--- config.mk ---
export PLATFORM = sky130hd
export DESIGN_NAME = scan_decoder
export DESIGN_NICKNAME = d
export VERILOG_FILES = /design/src/rtl/scan_decoder_pkg.sv /design/src/rtl/onehot_dec.sv /design/src/rtl/scan_decoder.sv
export SDC_FILE = /design/constraint.sdc
export NUM_CORES = 1
export LEC_CHECK = 0
export ABC_AREA = 1
export CAP_MARGIN = 20
export CELL_PAD_IN_SITES_DETAIL_PLACEMENT = 0
export CELL_PAD_IN_SITES_GLOBAL_PLACEMENT = 1
export CORE_MARGIN = 3
export CORE_UTILIZATION = 39
export CTS_CLUSTER_SIZE = 10
export DETAILED_ROUTE_END_ITERATION = 12
export PLACE_DENSITY_LB_ADDON = 0.2
export SYNTH_ARGS = -nofsm -noshare
export SYNTH_HDL_FRONTEND = slang
export SYNTH_HIERARCHICAL = 1
export SYNTH_SLANG_ARGS = --single-unit
--- constraint.sdc ---
create_clock -name clk -period 3.95 [get_ports clk]
set_input_delay 0.395 -clock clk [delete_from_list [all_inputs] [get_ports clk]]
set_output_delay 0.395 -clock clk [all_outputs]
set_load 0.005 [all_outputs]
--- src/rtl/scan_decoder_pkg.sv ---
// rtl/scan_decoder_pkg.sv - shared mode constants and one-hot helper for scan_decoder
package scan_decoder_pkg;

  localparam logic MODE_DIRECT = 1'b0;
  localparam logic MODE_SCAN   = 1'b1;

  // Widest output vector the helper can describe; callers slice to their own width.
  localparam int MAX_OUT = 256;

  function automatic logic [MAX_OUT-1:0] onehot(input int unsigned sel, input int unsigned n_out);
    logic [MAX_OUT-1:0] v;
    v = '0;
    if (sel < n_out && sel < MAX_OUT)
      v = {{(MAX_OUT-1){1'b0}}, 1'b1} << sel;
    return v;
  endfunction

endpackage

--- src/rtl/onehot_dec.sv ---
// rtl/onehot_dec.sv - combinational SEL_W-to-N_OUT one-hot decoder with enable, built as a binary tree
module onehot_dec #(
  parameter int SEL_W = 3,
  parameter int N_OUT = 8
) (
  input  logic             en,
  input  logic [SEL_W-1:0] sel,
  output logic [N_OUT-1:0] y
);

  localparam int LEAVES = 2**SEL_W;

  // Heap-ordered tree: node 0 is the enable, children of i are 2i+1 (bit=0) and 2i+2 (bit=1).
  logic [2*LEAVES-2:0] node;

  assign node[0] = en;

  for (genvar i = 0; i < LEAVES-1; i++) begin : g_node
    localparam int D = $clog2(i+2) - 1;
    assign node[2*i+1] = node[i] & ~sel[SEL_W-1-D];
    assign node[2*i+2] = node[i] &  sel[SEL_W-1-D];
  end

  assign y = node[LEAVES-1 +: N_OUT];

  if (N_OUT < LEAVES) begin : g_spare
    logic unused_leaves;
    assign unused_leaves = ^node[LEAVES-1+N_OUT +: (LEAVES-N_OUT)];
  end

  logic unused_inner;
  assign unused_inner = ^node[LEAVES-2:0];

endmodule

--- src/rtl/scan_decoder.sv ---
// rtl/scan_decoder.sv - registered one-hot decoder with self-timed scan; optional blanking via SCAN_DECODER_BLANK_EN
module scan_decoder
  import scan_decoder_pkg::*;
#(
  parameter int SEL_W   = 3,
  parameter int N_OUT   = 8,
  parameter int DWELL_W = 16
) (
  input  logic               clk,
  input  logic               rst,
  input  logic               en,
  input  logic               mode,
  input  logic               load,
  input  logic [SEL_W-1:0]   sel_in,
  input  logic [DWELL_W-1:0] dwell,
  output logic [N_OUT-1:0]   y,
  output logic [SEL_W-1:0]   cur_sel,
  output logic               wrap
);

  localparam logic [SEL_W-1:0] LAST = SEL_W'(N_OUT-1);

  logic [DWELL_W-1:0] cnt;
  logic               load_ok;
  logic               advance;
  logic               dec_en;
  logic [SEL_W-1:0]   next_sel;
  logic [N_OUT-1:0]   dec_y;

`ifdef SCAN_DECODER_BLANK_EN
  // Set on the advance edge; the next edge reveals the new position without counting.
  logic blank;
`endif

  always_comb begin
    load_ok  = |onehot(32'(sel_in), N_OUT);
    advance  = 1'b0;
    next_sel = cur_sel;
    dec_en   = en;
    if (en) begin
      if (mode == MODE_SCAN) begin
`ifdef SCAN_DECODER_BLANK_EN
        advance = !blank && (cnt >= dwell);
        dec_en  = !advance;
`else
        advance = (cnt >= dwell);
`endif
        if (advance)
          next_sel = (cur_sel == LAST) ? '0 : cur_sel + 1'b1;
      end else if (load && load_ok) begin
        next_sel = sel_in;
      end
    end
  end

  onehot_dec #(.SEL_W(SEL_W), .N_OUT(N_OUT)) u_dec (
    .en  (dec_en),
    .sel (next_sel),
    .y   (dec_y)
  );

  always_ff @(posedge clk) begin
    if (rst) begin
      y       <= '0;
      cur_sel <= '0;
      wrap    <= 1'b0;
      cnt     <= '0;
`ifdef SCAN_DECODER_BLANK_EN
      blank   <= 1'b1;
`endif
    end else begin
      y <= dec_y;
      if (!en) begin
        wrap <= 1'b0;
      end else begin
        cur_sel <= next_sel;
        wrap    <= advance && (cur_sel == LAST);
        if (mode == MODE_DIRECT) begin
          cnt <= '0;
`ifdef SCAN_DECODER_BLANK_EN
          blank <= 1'b0;
        end else if (blank) begin
          blank <= 1'b0;
        end else if (advance) begin
          cnt   <= '0;
          blank <= 1'b1;
`else
        end else if (advance) begin
          cnt <= '0;
`endif
        end else begin
          cnt <= cnt + 1'b1;
        end
      end
    end
  end

endmodule

Word-level counts from Yosys, hierarchy flattened
Index checks and enable logic that the tools add are counted.
Operators by class
  $add $sub $neg: 2
  order comparisons: 1
  eq/ne operators: 1
  shifts and indexed selects: 1
  muxes and demuxes: 9
  bitwise logic cells: 18
  reductions and logical operators: 4
Operators with widths (number)
  256-bit OR reduction: 1
  1-bit by 3-bit << shifter with 256-bit output (first input constant): 1
  16-bit 2-to-1 mux: 2
  16-bit by 1-bit adder with 16-bit output (second input constant): 1
  16-bit >= comparator: 1
  3-bit 2-to-1 mux: 5
  1-bit AND: 14
  1-bit inverter: 4
  3-bit by 1-bit adder with 3-bit output (second input constant): 1
  3-bit == test (second input constant): 1
  1-bit logical AND: 2
  1-bit 2-to-1 mux: 2
  2-bit OR reduction: 1
Storage, ports and cells
  register bits after elaboration: 28
  input bits: 24

Longest topological paths before layout
Gate-level depths: netlist of the first run.
  depth in word-level cells: 10
  gate-level depth with buffers: 21

Modules after synthesis
The synthesis of the first run kept the hierarchy.
By module, submodules not included
  scan_decoder: times used 1, cells each 288, area an instance 1869.3 um2, seq. area each 560.5 um2
  onehot_dec: times used 1, cells each 15, area an instance 61.3 um2, seq. area each 0.0 um2

Least setup slack after synthesis of the first run
Ideal clock, no wire load.
  path kind: input to register
  start point: in dwell[7]
  end point: reg y[0]
  setup time: 129 ps
  arrival time: 1814 ps
  path slack: 2008 ps
  stages: 20
  path buffers: 0
  cells stage by stage: inv_1 -> ha_1 -> nand2_1 -> inv_1 -> nand2_1 -> nand2_1 -> nor2_1 -> nand2_1 -> nand2_1 -> nand2_1 -> nand2_1 -> nand3_1 -> nand2_1 -> nand2_1 -> inv_1 -> inv_1 -> nand3_1 -> nor2_1 -> inv_1 -> nor2_1
On the way
  cells in the longest elaborated chain, start to end: 8
  elaborated cells between the ends (all ways): 10
Ends and longest elaborated chain
  start: declaration: RTL line scan_decoder.sv:15  | input logic [DWELL_W-1:0] dwell,
  16-bit >= comparator: RTL line scan_decoder.sv:46  | advance = (cnt >= dwell);
  3-bit 2-to-1 mux: RTL line scan_decoder.sv:48  | if (advance)
  3-bit 2-to-1 mux: RTL line scan_decoder.sv:41  | if (mode == MODE_SCAN) begin
  3-bit 2-to-1 mux: RTL line scan_decoder.sv:40  | if (en) begin
  named net next_sel[2]: RTL line scan_decoder.sv:27  | logic [SEL_W-1:0] next_sel;
  1-bit inverter: RTL line onehot_dec.sv:20  | assign node[2*i+1] = node[i] & ~sel[SEL_W-1-D];
  1-bit AND (3 in a row): RTL line onehot_dec.sv:20
  named net dec_y[0]: RTL line scan_decoder.sv:28  | logic [N_OUT-1:0] dec_y;
  end signal: assignment: RTL line scan_decoder.sv:72  | y <= dec_y;
  end: declaration: RTL line scan_decoder.sv:16  | output logic [N_OUT-1:0] y,
The timed path passes the listed nets, and every way through them passes these cells.
A chain may end at the register's enable or synchronous reset.

Worst setup path in the final report of the first run
  start point: in dwell[7]
  end point: reg y[3]
On the way
  cells in the longest elaborated chain, start to end: 8
Ends and longest elaborated chain
  16-bit >= comparator: RTL line scan_decoder.sv:46
  3-bit 2-to-1 mux: RTL line scan_decoder.sv:48
  3-bit 2-to-1 mux: RTL line scan_decoder.sv:41
  3-bit 2-to-1 mux: RTL line scan_decoder.sv:40
  named net next_sel[2]: RTL line scan_decoder.sv:27
  1-bit inverter: RTL line onehot_dec.sv:20
  1-bit AND: RTL line onehot_dec.sv:20
  1-bit AND (2 in a row): RTL line onehot_dec.sv:21  | assign node[2*i+2] = node[i] & sel[SEL_W-1-D];
  named net dec_y[3]: RTL line scan_decoder.sv:28
The timed path passes the listed nets, and every way through them passes these cells.

==> impl_metrics.yaml, run 1 <==
outcome:
  status: "finished clean"
grt:
  overflow: 0
  grt_pass1_wl_um: 7560
  grt_usage: 0.152
  antenna_found_initial: 0
  grt_pass1_vias: 1765
  grt_max_degree: 19
timing:
  post-route-period-util: 0.602
  max_freq_mhz: 421
  fin_crit_ns: 2.38
  fin_worst_skew_ns: 0.00381
  final_hold_viol_count: 0
  relSlewSlack: 0.629
  tightest_slew_ns: 0.553
  rsz0062_at_grt: "no"
  final-setup-viol-count: 0
  fin_tns_setup_ns: 0
  slew_violations: 0
detailed_routing:
  drt-pass1-iter-count: 4
  wl_met3_um: 210
  via_count: 1892
  wl_um: 4290
  post_drt_via_cell_ratio: 4.69
  met1_length_um: 2180
  top_layer_used: "met4"
  route.detailed.wl_per_inst_um: 10.6
  drt_iter0_drc: 63
  wl_met2_um: 1870
  route.detailed.drc: 0
  ant_nets: 0
layout:
  layout_common_cells: "nand2_1, inv_1, nor2_1, clkdlybuf4s50_1, dfxtp_1"
  final_area_um2: 2410
  syn_to_final_growth_pct: 25.1
  drive_gt1_frac: 0.0562
  nFillCells: 486
  layout_commonest_cell: "nand2_1"
  final_nets: 382
  n_antenna_cell: 0
cts:
  cts_resized: 0
  cts.sinks: 28
  clock_path_buffers: 2
  root_buffer: "clkbuf_8"
  htreeDepth: 1
  clk_latency_ns: 0.28
  post_cts_buffers: 0
  cts_inserted_buffers: 3
  cts_hold_buf: 0
  cts.clk_slew.worst_paths_ns: 0.10
  cts_tree: "done"
floorplan:
  die_x_um: 76.4
  start_util: 0.423
  core.rowCount: 24
  die-area_um2: 5830
  core_um2: 4560
  die_h_um: 76.4
  io_pins: 36
power_and_ir_drop:
  ir_drop_v: 0.000160
  intPower_w: 0.000469
  power_density_nw_per_um2: 255
  sw_frac_of_total: 0.237
  p_leak_nw: 1.09
  power_switching_w: 0.000146
  combPwrFrac: 0.153
  p_seq_frac: 0.473
  power_frac_clock: 0.374
synthesis:
  synth_fp_nets: 346
  yosysWarnings: 6
  synth-seq-cells: 28
  netlist_area_um2: 1930
  synth_edf_count: 0
  syn_inst: 303
  async_flop_share: 0
  syn_avg_cell_area_um2: 6.37
  seq_area_frac_synth: 0.290
  synthDistinctLibCells: 24
  synth.area.top_cells: "dfxtp_1, nand2_1, ha_1"
  synthFlopType: "dfxtp_1"
  netlist.area_leader.share: 0.290
  yosys.area.top_type: "dfxtp_1"
critical_path:
  cp-start-kind: "primary input"
  crit_type: "primary input to flop"
  cp-end-kind: "flop"
  required_ns: 4.10
  crit_path_max_fanout: 6
  cp.arrival_ns: 2.53
placed_design:
  portBuffers: 35
  gp_congestion: 0.841
  placed_area_um2: 2340
  hpwl_um: 3340
hold_path:
  min_path_type: "flop to flop"
job:
  cap_violations: 0
## per-stage QoR
stage	hold WS [ns]	utilization	std cells	power, W	setup WS, ns
detailed placement	0.482	0.513	399	0.000391	1.28
floorplan	0.462	-	303	0.000347	2.01
CTS	0.498	0.529	403	0.000622	1.56
global route	0.537	0.529	403	0.000645	1.27
global placement	0.476	0.513	399	0.000392	1.29
finish	0.495	0.529	403	0.000615	1.57
## worst max-delay path: stages
cell	delay [ns]
clkdlybuf4s50_1	0.45
inv_1	0.04
ha_1	0.29
nand2_1	0.06
inv_1	0.05
nand2_1	0.06
nand2_1	0.07
nor2_1	0.10
nand2_1	0.05
nand2_1	0.16
nand2_1	0.13
nand2_1	0.08
nand3_1	0.06
nand2_1	0.07
nand2_1	0.07
inv_1	0.10
inv_1	0.06
nand3_1	0.09
nor2_1	0.05
inv_1	0.04
nor2_1	0.03
## sequential cells by signal, indices dropped and copies added (netlist names)
register and count:
cnt 16, wrap 1, cur_sel 3, y 8
## metal layers
layer,global-route usage,vias up
met3,0.0307,4
met4,0.0362,0
met5,0,-
li1,-,1014
met1,0.209,830
met2,0.244,44
## final timing paths
check,start,endpoint,slack (ns),cells past startpoint
worst min-delay path,cnt[3],cnt[3],0.49,2
worst min register to register,cnt[3],cnt[3],0.49,2
worst max-delay path,dwell[7],y[3],1.57,21
worst max register to register,cnt[5],y[3],1.74,19
## cells by family (layout without fill, tap and decap cells)
family / Yosys count / in the layout / share of synthesized area
simple gates: 155 / 155 / 0.354
buf+inv: 66 / 101 / 0.132
compound gates: 35 / 35 / 0.100
flops: 28 / 28 / 0.290
fa+ha+maj: 19 / 19 / 0.123
## cell type report
type | instances | area (um2) | area share
Multi-Input combinational cell | 209 | 1110 | 0.462
Tap cell | 65 | 81.3 | 0.0337
Clock buffer | 3 | 41.3 | 0.0171
Inverter | 61 | 229 | 0.0948
Clock inverter | 1 | 30.0 | 0.0124
Timing Repair Buffer | 36 | 358 | 0.148
Sequential cell | 28 | 561 | 0.232
## cell usage after synthesis (2+ instances only)
cell,count
inv_2,3
dfxtp_1,28
nor2_1,38
o21bai_1,2
or2_2,2
nand2_1,75
inv_1,57
nand3_2,3
a21oi_1,20
nor2_4,2
ha_1,19
clkbuf_1,4
nand4_1,5
nand3_1,26
o21ai_0,7
nor3_2,2
o211ai_1,3
## power groups by stage
| stage | combinational [W] | clock, W | sequential (W) |
|---|---|---|---|
| finish | 0.0000939 | 0.000230 | 0.000291 |
| global route | 0.000107 | 0.000246 | 0.000292 |
| CTS | 0.0000948 | 0.000237 | 0.000291 |
| detailed placement | 0.0000943 | 0 | 0.000297 |
| global placement | 0.0000944 | 0 | 0.000297 |
| floorplan | 0.0000496 | 0 | 0.000297 |
No activity file was read; power rests on OpenSTA's default activity.
==> run 2: changes to the inputs <==
--- a/config.mk
+++ b/config.mk
@@ -10,7 +10,7 @@
 export CELL_PAD_IN_SITES_DETAIL_PLACEMENT = 0
 export CELL_PAD_IN_SITES_GLOBAL_PLACEMENT = 1
 export CORE_MARGIN = 3
-export CORE_UTILIZATION = 39
+export CORE_UTILIZATION = 33
 export CTS_CLUSTER_SIZE = 10
 export DETAILED_ROUTE_END_ITERATION = 12
 export PLACE_DENSITY_LB_ADDON = 0.2
==> constraint.sdc (replaced) <==
create_clock -name clk -period 2.07 [get_ports clk]
set_input_delay 0.207 -clock clk [delete_from_list [all_inputs] [get_ports clk]]
set_output_delay 0.207 -clock clk [all_outputs]
set_load 0.005 [all_outputs]
==> run 2 against run 1 <==
  * Worst hold slack better by 0.036 ns
  * Flip-flop and latch count stayed put
  * Clock power is 90% higher
  * First-iteration DRC count rose by 63%
  * Total power rose by 100%
  * Highest routed layer unchanged
  * Largest cell class unchanged
  * Worst setup slack got worse by 1.5 ns
  * Register-to-register slack got worse by 1.6 ns
  * Global-route usage fell by 0.83 points
==> impl_metrics.yaml, run 2 (same netlist as run 1, synthesis figures left out) <==
outcome:
  status: "finished clean"
grt:
  grt_pass1_wl_um: 7690
  overflow: 0
  grt_max_degree: 17
  grt_usage: 0.144
  use_met3: 0.0163
  grt_pass1_vias: 1788
  use_met2: 0.234
  use_met1: 0.204
  antenna_found_initial: 0
  busiest_layer: "met2"
cts:
  cts_tree: "done"
  cts.clk_slew.worst_paths_ns: 0.10
  cts_inserted_buffers: 3
  clock_path_buffers: 2
  root_buffer: "clkbuf_8"
  htreeDepth: 1
  clk_latency_ns: 0.27
  cts.sinks: 28
  cts_hold_buf: 0
timing:
  rsz0062_at_grt: "yes"
  final-setup-viol-count: 0
  relSlewSlack: 0.761
  fin_ws_ns: 0.0791
  final_hold_viol_count: 0
  fin_crit_ns: 1.99
  slew_violations: 0
  fin_worst_skew_ns: 0.00590
  max_freq_mhz: 502
  post-route-period-util: 0.962
  fin_tns_setup_ns: 0
  tightest_slew_ns: 0.358
floorplan:
  start_util: 0.346
  core.rowCount: 27
  core_um2: 5570
  io_pins: 36
  die-area_um2: 6800
  die_h_um: 82.5
  die_x_um: 82.5
critical_path:
  required_ns: 2.29
  cp.arrival_ns: 2.21
  cp-start-kind: "primary input"
  slowest_delay_ns: 0.45
  crit_path_max_fanout: 6
  crit_start: "dwell[10]"
  slowest_stage: "clkdlybuf4s50_1"
  rrSetupSlack_ns: 0.10
  cp-end-kind: "flop"
  path_cells: "clkdlybuf4s50_1, inv_1, ha_1, nand2_1, inv_2, nand2_2, a21oi_2, nor2_4, nand2_4, nand2_2, nand3_2, nand2_2, nand2_2, inv_2, nand3_2, nor2_1, inv_1, nor2_1"
  r2r-start: "cnt[7]"
  cpMostUsedCell: "nand2_2"
  crit_type: "primary input to flop"
power_and_ir_drop:
  power_density_nw_per_um2: 423
  intPower_w: 0.000926
  power_frac_clock: 0.354
  ir_drop_v: 0.000298
  combPwrFrac: 0.196
  p_seq_frac: 0.450
  power_switching_w: 0.000308
  sw_frac_of_total: 0.249
  p_leak_nw: 1.33
placed_design:
  hpwl_um: 3630
  gp_congestion: 0.893
  post-place-ws_ns: -0.387
  portBuffers: 35
layout:
  regMostFlops: "cnt"
  nFillCells: 576
  largest_registers: "cnt: 16 flops, y: 8 flops, cur_sel: 3 flops"
  final_nets: 407
  regArea_um2: 567
  largest_reg_flops: 16
  drive_gt1_frac: 0.292
  n_antenna_cell: 0
  layout_commonest_cell: "nand2_1"
  multi_input_area_um2: 1380
  syn_to_final_growth_pct: 51.1
  layout_common_cells: "nand2_1, inv_1, nor2_1, buf_4"
detailed_routing:
  via_count: 2003
  route.detailed.wl_per_inst_um: 11.2
  route.detailed.drc: 0
  post_drt_via_cell_ratio: 4.60
  drt_iter0_drc: 103
  ant_nets: 0
  drt-pass1-iter-count: 4
  wl_um: 4890
hold_path:
  min_path_type: "flop to flop"
  holdCritStartpoint: "cnt[3]"
job:
  cap_violations: 0
-- run 2: final timing paths --
check	endpoint	cells after the start
worst max-delay path	y[6]	18
worst min-delay path	cnt[3]	2
worst max register to register	y[0]	19
worst min register to register	cnt[3]	2
-- run 2: power groups by stage --
stage                     sequential (W)  clock [W]  combinational (W)
after floorplan                 0.000567          0          0.0000947
after global placement          0.000567          0           0.000199
after detailed placement        0.000567          0           0.000199
after CTS                       0.000555   0.000457           0.000203
after global routing            0.000557   0.000466           0.000272
final                           0.000555   0.000436           0.000242
-- run 2: per-layer routing --
layer / share of wire / up-vias
met5: 0 / -
met2: 0.46 / 34
met3: 0.031 / 2
met4: 0.0055 / 0
li1: - / 1066
met1: 0.51 / 901
-- run 2: stage by stage --
step	utilization	instances	instance area [um2]	hold WS, ns	total power (W)
3_5_place_dp	0.452	428	2520	0.492	0.000766
3_3_place_gp	0.452	428	2520	0.477	0.000766
2_1_floorplan	-	303	1930	0.404	0.000662
6_report	0.523	435	2920	0.531	0.00123
5_1_grt	0.523	435	2920	0.550	0.00129
4_1_cts	0.468	433	2610	0.508	0.00122
-- run 2: critical path: cells and delay by family --
kind                     cells  cell delay, ns
AO/OA/AOI/OAI                1            0.06
AND/OR/NAND/NOR             11            1.01
buffers and inverters        5            0.67
adder cells (fa/ha/maj)      1            0.26
-- run 2: final cells by class --
| cell class | count | area share |
|---|---|---|
| Multi-Input combinational cell | 209 | 0.474 |
| Timing Repair Buffer | 61 | 0.197 |
| Sequential cell | 28 | 0.194 |
| Inverter | 61 | 0.0785 |
| Tap cell | 72 | 0.0309 |
| Clock buffer | 3 | 0.0142 |
| Clock inverter | 1 | 0.0103 |
-- run 2: repair_timing --
action	in CTS	in global routing
endpoints found under the setup margin	8	23
buffers inserted	1	2
endpoints found under the hold margin	0	0
resized for setup	6	75
pin swaps	4	37
